File: src/rtl/pipe_stage_buf_if.sv
// Beat channel between pipeline stages: valid/ready plus per-lane valid, payload and exception tag.
// master drives the beat, slave drives ready.
interface pipe_stage_buf_if #(
   parameter int LANES  = 2,
   parameter int DATA_W = 128,
   parameter int EXCP_W = 10
);
   logic                    valid;
   logic                    ready;
   logic [LANES-1:0]        lane_valid;
   logic [LANES*DATA_W-1:0] payload;
   logic [LANES-1:0]        excp;
   logic [LANES*EXCP_W-1:0] excp_num;

   modport master (output valid, lane_valid, payload, excp, excp_num, input ready);
   modport slave  (input valid, lane_valid, payload, excp, excp_num, output ready);
endinterface

File: src/rtl/pipe_stage_buf.sv
// Multi-lane elastic stage register with 2-entry skid; outputs straight from flops, 1-cycle latency.
// Ready depends only on the skid flop; flush beats everything. PIPE_STAGE_BUF_PERF_EN adds stall_cnt.
module pipe_stage_buf #(
   parameter int LANES  = 2,
   parameter int DATA_W = 128,
   parameter int EXCP_W = 10
) (
   input  logic              clk,
   input  logic              rst,
   input  logic              flush,
   pipe_stage_buf_if.slave   up,
   pipe_stage_buf_if.master  dn,
   output logic [1:0]        occupancy
`ifdef PIPE_STAGE_BUF_PERF_EN
   ,
   output logic [31:0]       stall_cnt
`endif
);

   typedef struct packed {
      logic [LANES-1:0]        lv;
      logic [LANES-1:0]        excp;
      logic [LANES*DATA_W-1:0] payload;
      logic [LANES*EXCP_W-1:0] excp_num;
   } beat_t;

   beat_t main_q, skid_q, in_beat;
   logic  main_vld, skid_vld;
   logic  accept, pop;

   // The oldest excepting lane survives; everything younger is squashed at capture.
   always_comb begin
      logic seen;
      seen             = 1'b0;
      in_beat          = '0;
      in_beat.excp     = up.excp;
      in_beat.payload  = up.payload;
      in_beat.excp_num = up.excp_num;
      for (int i = 0; i < LANES; i++) begin
         in_beat.lv[i] = up.lane_valid[i] & ~seen;
         seen          = seen | (up.lane_valid[i] & up.excp[i]);
      end
   end

   assign accept = up.valid & up.ready & (|in_beat.lv);
   assign pop    = main_vld & dn.ready;

   assign up.ready      = ~skid_vld;
   assign dn.valid      = main_vld;
   assign dn.lane_valid = main_q.lv;
   assign dn.excp       = main_q.excp;
   assign dn.payload    = main_q.payload;
   assign dn.excp_num   = main_q.excp_num;
   assign occupancy     = {skid_vld, main_vld & ~skid_vld};

   always_ff @(posedge clk or negedge rst) begin
      if (!rst) begin
         main_q   <= '0;
         skid_q   <= '0;
         main_vld <= 1'b0;
         skid_vld <= 1'b0;
      end else if (flush) begin
         main_q   <= '0;
         skid_q   <= '0;
         main_vld <= 1'b0;
         skid_vld <= 1'b0;
      end else if (skid_vld) begin
         if (pop) begin
            main_q   <= skid_q;
            skid_q   <= '0;
            skid_vld <= 1'b0;
         end
      end else if (main_vld) begin
         if (accept && pop) begin
            main_q <= in_beat;
         end else if (accept) begin
            skid_q   <= in_beat;
            skid_vld <= 1'b1;
         end else if (pop) begin
            main_q   <= '0;
            main_vld <= 1'b0;
         end
      end else if (accept) begin
         main_q   <= in_beat;
         main_vld <= 1'b1;
      end
   end

`ifdef PIPE_STAGE_BUF_PERF_EN
   // Survives flush on purpose so stalls across a redirect are still counted.
   always_ff @(posedge clk or negedge rst) begin
      if (!rst) begin
         stall_cnt <= '0;
      end else if (main_vld && !dn.ready && (stall_cnt != 32'hFFFF_FFFF)) begin
         stall_cnt <= stall_cnt + 32'd1;
      end
   end
`endif

endmodule

File: src/flat_wrapper.sv
// flat-port wrapper written by rule: the top's interface ports become plain ports
module pipe_stage_buf_flat 
#(
   parameter int LANES  = 2,
   parameter int DATA_W = 128,
   parameter int EXCP_W = 10
)
  (clk, rst, flush, occupancy, up_valid, up_lane_valid, up_payload, up_excp, up_excp_num, up_ready, dn_valid, dn_lane_valid, dn_payload, dn_excp, dn_excp_num, dn_ready);
  pipe_stage_buf_if #(.LANES(LANES), .DATA_W(DATA_W), .EXCP_W(EXCP_W)) up_i ();
  pipe_stage_buf_if #(.LANES(LANES), .DATA_W(DATA_W), .EXCP_W(EXCP_W)) dn_i ();
  input  logic clk;
  input  logic rst;
  input  logic flush;
  output logic [1:0] occupancy;
  input wire logic [$bits(up_i.valid)-1:0] up_valid;
  input wire logic [$bits(up_i.lane_valid)-1:0] up_lane_valid;
  input wire logic [$bits(up_i.payload)-1:0] up_payload;
  input wire logic [$bits(up_i.excp)-1:0] up_excp;
  input wire logic [$bits(up_i.excp_num)-1:0] up_excp_num;
  output wire logic [$bits(up_i.ready)-1:0] up_ready;
  output wire logic [$bits(dn_i.valid)-1:0] dn_valid;
  output wire logic [$bits(dn_i.lane_valid)-1:0] dn_lane_valid;
  output wire logic [$bits(dn_i.payload)-1:0] dn_payload;
  output wire logic [$bits(dn_i.excp)-1:0] dn_excp;
  output wire logic [$bits(dn_i.excp_num)-1:0] dn_excp_num;
  input wire logic [$bits(dn_i.ready)-1:0] dn_ready;
  assign up_i.valid = up_valid;
  assign up_i.lane_valid = up_lane_valid;
  assign up_i.payload = up_payload;
  assign up_i.excp = up_excp;
  assign up_i.excp_num = up_excp_num;
  assign up_ready = up_i.ready;
  assign dn_valid = dn_i.valid;
  assign dn_lane_valid = dn_i.lane_valid;
  assign dn_payload = dn_i.payload;
  assign dn_excp = dn_i.excp;
  assign dn_excp_num = dn_i.excp_num;
  assign dn_i.ready = dn_ready;
  pipe_stage_buf #(.LANES(LANES), .DATA_W(DATA_W), .EXCP_W(EXCP_W)) u_core (.clk(clk), .rst(rst), .flush(flush), .up(up_i), .dn(dn_i), .occupancy(occupancy));
endmodule
File: config.mk
export PLATFORM = sky130hd
export DESIGN_NAME = pipe_stage_buf_flat
export DESIGN_NICKNAME = d
export VERILOG_FILES = /design/src/rtl/pipe_stage_buf_if.sv /design/src/rtl/pipe_stage_buf.sv /design/src/flat_wrapper.sv
export SDC_FILE = /design/constraint.sdc
export NUM_CORES = 1
export LEC_CHECK = 0
export BUFFER_PORTS_ARGS = -buffer_cell sky130_fd_sc_hd__buf_2
export CORE_AREA = 2 2 234 236
export CTS_CLUSTER_DIAMETER = 40
export DETAILED_ROUTE_END_ITERATION = 10
export DIE_AREA = 0 0 236 238
export GPL_ROUTABILITY_DRIVEN = 1
export PLACE_DENSITY = 0.75
export REMOVE_ABC_BUFFERS = 1
export SYNTH_ARGS = -nofsm -noshare
export SYNTH_HDL_FRONTEND = slang
export SYNTH_SLANG_ARGS = --single-unit
export TNS_END_PERCENT = 1
File: constraint.sdc
create_clock -name clk -period 2 [get_ports clk]
set_clock_uncertainty 0.15 [all_clocks]
set_input_delay 0.1 -clock clk [delete_from_list [all_inputs] [get_ports clk]]
set_output_delay 0.1 -clock clk [all_outputs]
set_load 0.01 [all_outputs]
==> impl_results.md <==
* Area of placed instances at 28,100 um^2
* Clk sinks at 562
* RSZ-0062 raised after global routing: yes
* Design Area, Final at 34,500 um^2
* IO Port Bufs at between 500 and 600
* Post-route setup slack at -0.0466 ns
* CTS tree: yes
* Tot Pwr at 0.0338 W
* Comb power frac at 15.5%
* Highest clock rate at 489 MHz
* FFs w/ async S/R, synth at 100%
* DRC viols at 0
* GRT Total Usage at 28.7%
* Per-cell routed wire length at 22.3 um
* EDFF count, synth at 0
* Largest net degree at the start of global routing at 137
* Post-DP HPWL at 48,100 um
* Setup violators final at 18
* CP Class: flop to flop
* DR vias at 23,800
* Synth top area cells: dfrtp_1, a32oi_1, a32o_1, a21oi_1, nor2_1
* H-tree levels at 3
* Max cap viols at 0
* Hold Crit Class: input port to async pin
* Setup TNS Final at -0.253 ns
* Sequential share of power at between 30% and 40%
* Post-route clock period utilization at 102%
* Avg Cell Area, Syn at 10.7 um^2
* Status: finished with violations
* Remaining antenna violation count at 0
* Mapped Cells at 2,243
* Vias per inst at 6.22
* DIE WIDTH at between 200 and 250 um
* Clock Tree Buf Depth at 3
* Standard-cell row count at 85
* Commonest cells post-synth: dfrtp_1, nor2_1, a21oi_1
* Setup crit start kind: flop
* Core area at ~53,000 um^2
* Worst relative slew slack at between 50% and 60%
* Leak at 15.8 nW
* Drt first pass iters at 6
* Psw at just over 0.009 W
* Final Slew Violations at 0
* Initial DRC count at 2,654
* Sw frac at 27.7%
* Layout area overhead at 44.0%
* Clock insertion delay at the later pin of the skew report at approximately 0.62 ns
* PD cells at 979 nW/um^2
* Area share of the largest cell type after synthesis at 58.7%
* VDD IR max at roughly 0.00075 V
* Failing checks: negative setup slack
* Share of layout cells above drive strength 1 at between 20 and 30%
* Crit-path max FO at 13
* Die area at roughly 56,000 um^2
* Initial Util at 44.8%
* Count leader, synth: dfrtp_1
* Slew @ Worst Pin at 0.647 ns
* Req. time, crit path at 2.38 ns
* Root Buffer Master: clkbuf_16
* Commonest register cell after synthesis: dfrtp_1
* Vias in the first global route at 23,500
* Layout Nets at 3,336
* Antenna violations before repair at 9
* Clk network pwr share at 46.4%
* Distinct cell type count after synthesis at 24
* Final Hold Vio Count at 0
* Inserted Clock Buffers at 81
* Remaining Overflow, GRT at 0
* Final min period at between 2 and 2.5 ns
* FF+latch count, synth at 562
* Mapped Area at 23,900 um^2
* Pre-CTS setup slack at -0.232 ns
* GP Congestion at 0.856
* Clock transition at path regs at ~0.060 ns
* Drt total wl at approximately 85,000 um
* DIE HEIGHT at about 240 um
* Sequential fraction of the synthesis area at 58.7%
* WP data arrival at 2.43 ns
* First-pass GRT wire length at between 100,000 and 150,000 um
* Synth Warn # at 0
* Ports at 569
* Internal at 0.0244 W
* Leading area contributor after synthesis: dfrtp_1
* CP Capture Type: flop
path summary, 6_finish.rpt:
| kind | from | endpoint | slack [ns] | depth (start not counted) |
|---|---|---|---|---|
| max | u_core.skid_vld$_DFF_PN0_ | u_core.dn.payload[109]$_DFFE_PN0P_ | -0.05 | 9 |
| min | rst | u_core.dn.payload[155]$_DFFE_PN0P_ | 0.12 | 3 |
| max reg2reg | u_core.skid_vld$_DFF_PN0_ | u_core.dn.payload[109]$_DFFE_PN0P_ | -0.05 | 9 |
| min reg2reg | u_core.skid_q[145]$_DFFE_PN0P_ | u_core.skid_q[145]$_DFFE_PN0P_ | 0.34 | 1 |
| max in group asynchronous | rst | u_core.dn.payload[98]$_DFFE_PN0P_ | 1.16 | 3 |
| min in group clk | up_payload[36] | u_core.skid_q[56]$_DFFE_PN0P_ | 0.13 | 4 |
timing repair:
item	CTS	global route
cloned	1	6
resized for setup	7	34
endpoints found under the hold margin	1124	0
endpoints found under the setup margin	281	406
hold buffers	285	0
pin swaps	53	114
setup buffers	0	13
metrics by stage:
step	hold slack, ns	utilization, %	cells
4_1_cts	0.0753	63.6	3794
2_1_floorplan	-0.346	-	1980
3_5_place_dp	-0.0926	52.5	3359
6_report	0.116	64.5	3819
5_1_grt	0.117	64.5	3819
3_3_place_gp	-0.0940	52.5	3359
power groups by stage:
stage          Combinational [W]  Sequential [W]  Clock, W
5_1_grt                  0.00560          0.0129    0.0164
3_5_place_dp             0.00443          0.0130         0
4_1_cts                  0.00493          0.0128    0.0158
3_3_place_gp             0.00433          0.0130         0
6_report                 0.00523          0.0129    0.0157
2_1_floorplan            0.00300          0.0133         0
routing by layer:
metal	vias up	global-route usage (%)	wire, um
li1	10100	-	-
met1	11700	36.0	31700
met2	1676	47.1	41200
met3	326	6.33	8110
met4	6	14.8	4000
met5	-	0	40
flip-flops by register name, summed over array words and instances, names as in the netlist:
| signal | count |
|---|---|
| u_core.skid_vld | 1 |
| u_core.dn.payload | 256 |
| u_core.skid_q | 280 |
| u_core.dn.valid | 1 |
| u_core.dn.excp_num | 20 |
| u_core.dn.lane_valid | 2 |
| u_core.dn.excp | 2 |
worst max-delay path: stages (launching register included):
cell and delay [ns]:
dfrtp_1 0.43, buf_6 0.16, nand2b_4 0.15, o21ai_4 0.18, buf_12 0.14, buf_16 0.15, buf_12 0.15, buf_16 0.14
a32oi_1 0.14, a21oi_1 0.18
layout make-up:
type,instances,area (um^2)
fill,3744,19000
tap,696,871
antenna,6,15.0
sequential,562,14100
inverter,2,7.51
clock buffer,97,2200
clock inverter,52,816
multi-input combinational,1417,8810
timing repair buffer,987,7700
cells by family (layout without fill, tap and decap cells):
family                 after synthesis  count (layout)  synth area share [%]
flip-flops                         562             562                  58.7
AND/OR/NAND/NOR                    571             572                  11.2
AO/OA/AOI/OAI                      845             845                  25.1
buffers and inverters              265            1138                  4.99
other                                0               6                     0
cells in the final DEF, fill, tap and decap left out, types with 4 or more instances in the layout:
cell and instances:
a32oi_1 274, clkinv_4 9, buf_12 54, a21oi_1 274
bufinv_16 15, o21ai_0 136, nand3b_1 139, clkbuf_16 87
nand2_1 139, clkbuf_8 9, buf_4 57, clkinvlp_4 8
nor2_1 280, a32oi_2 4, inv_6 8, clkbuf_1 6
clkinv_2 7, dfrtp_1 562, a32o_1 141, buf_16 9
buf_6 9, diode_2 6, buf_2 566, dlygate4sd3_1 284
a21oi_2 6
(Power assumes the default switching activity.)
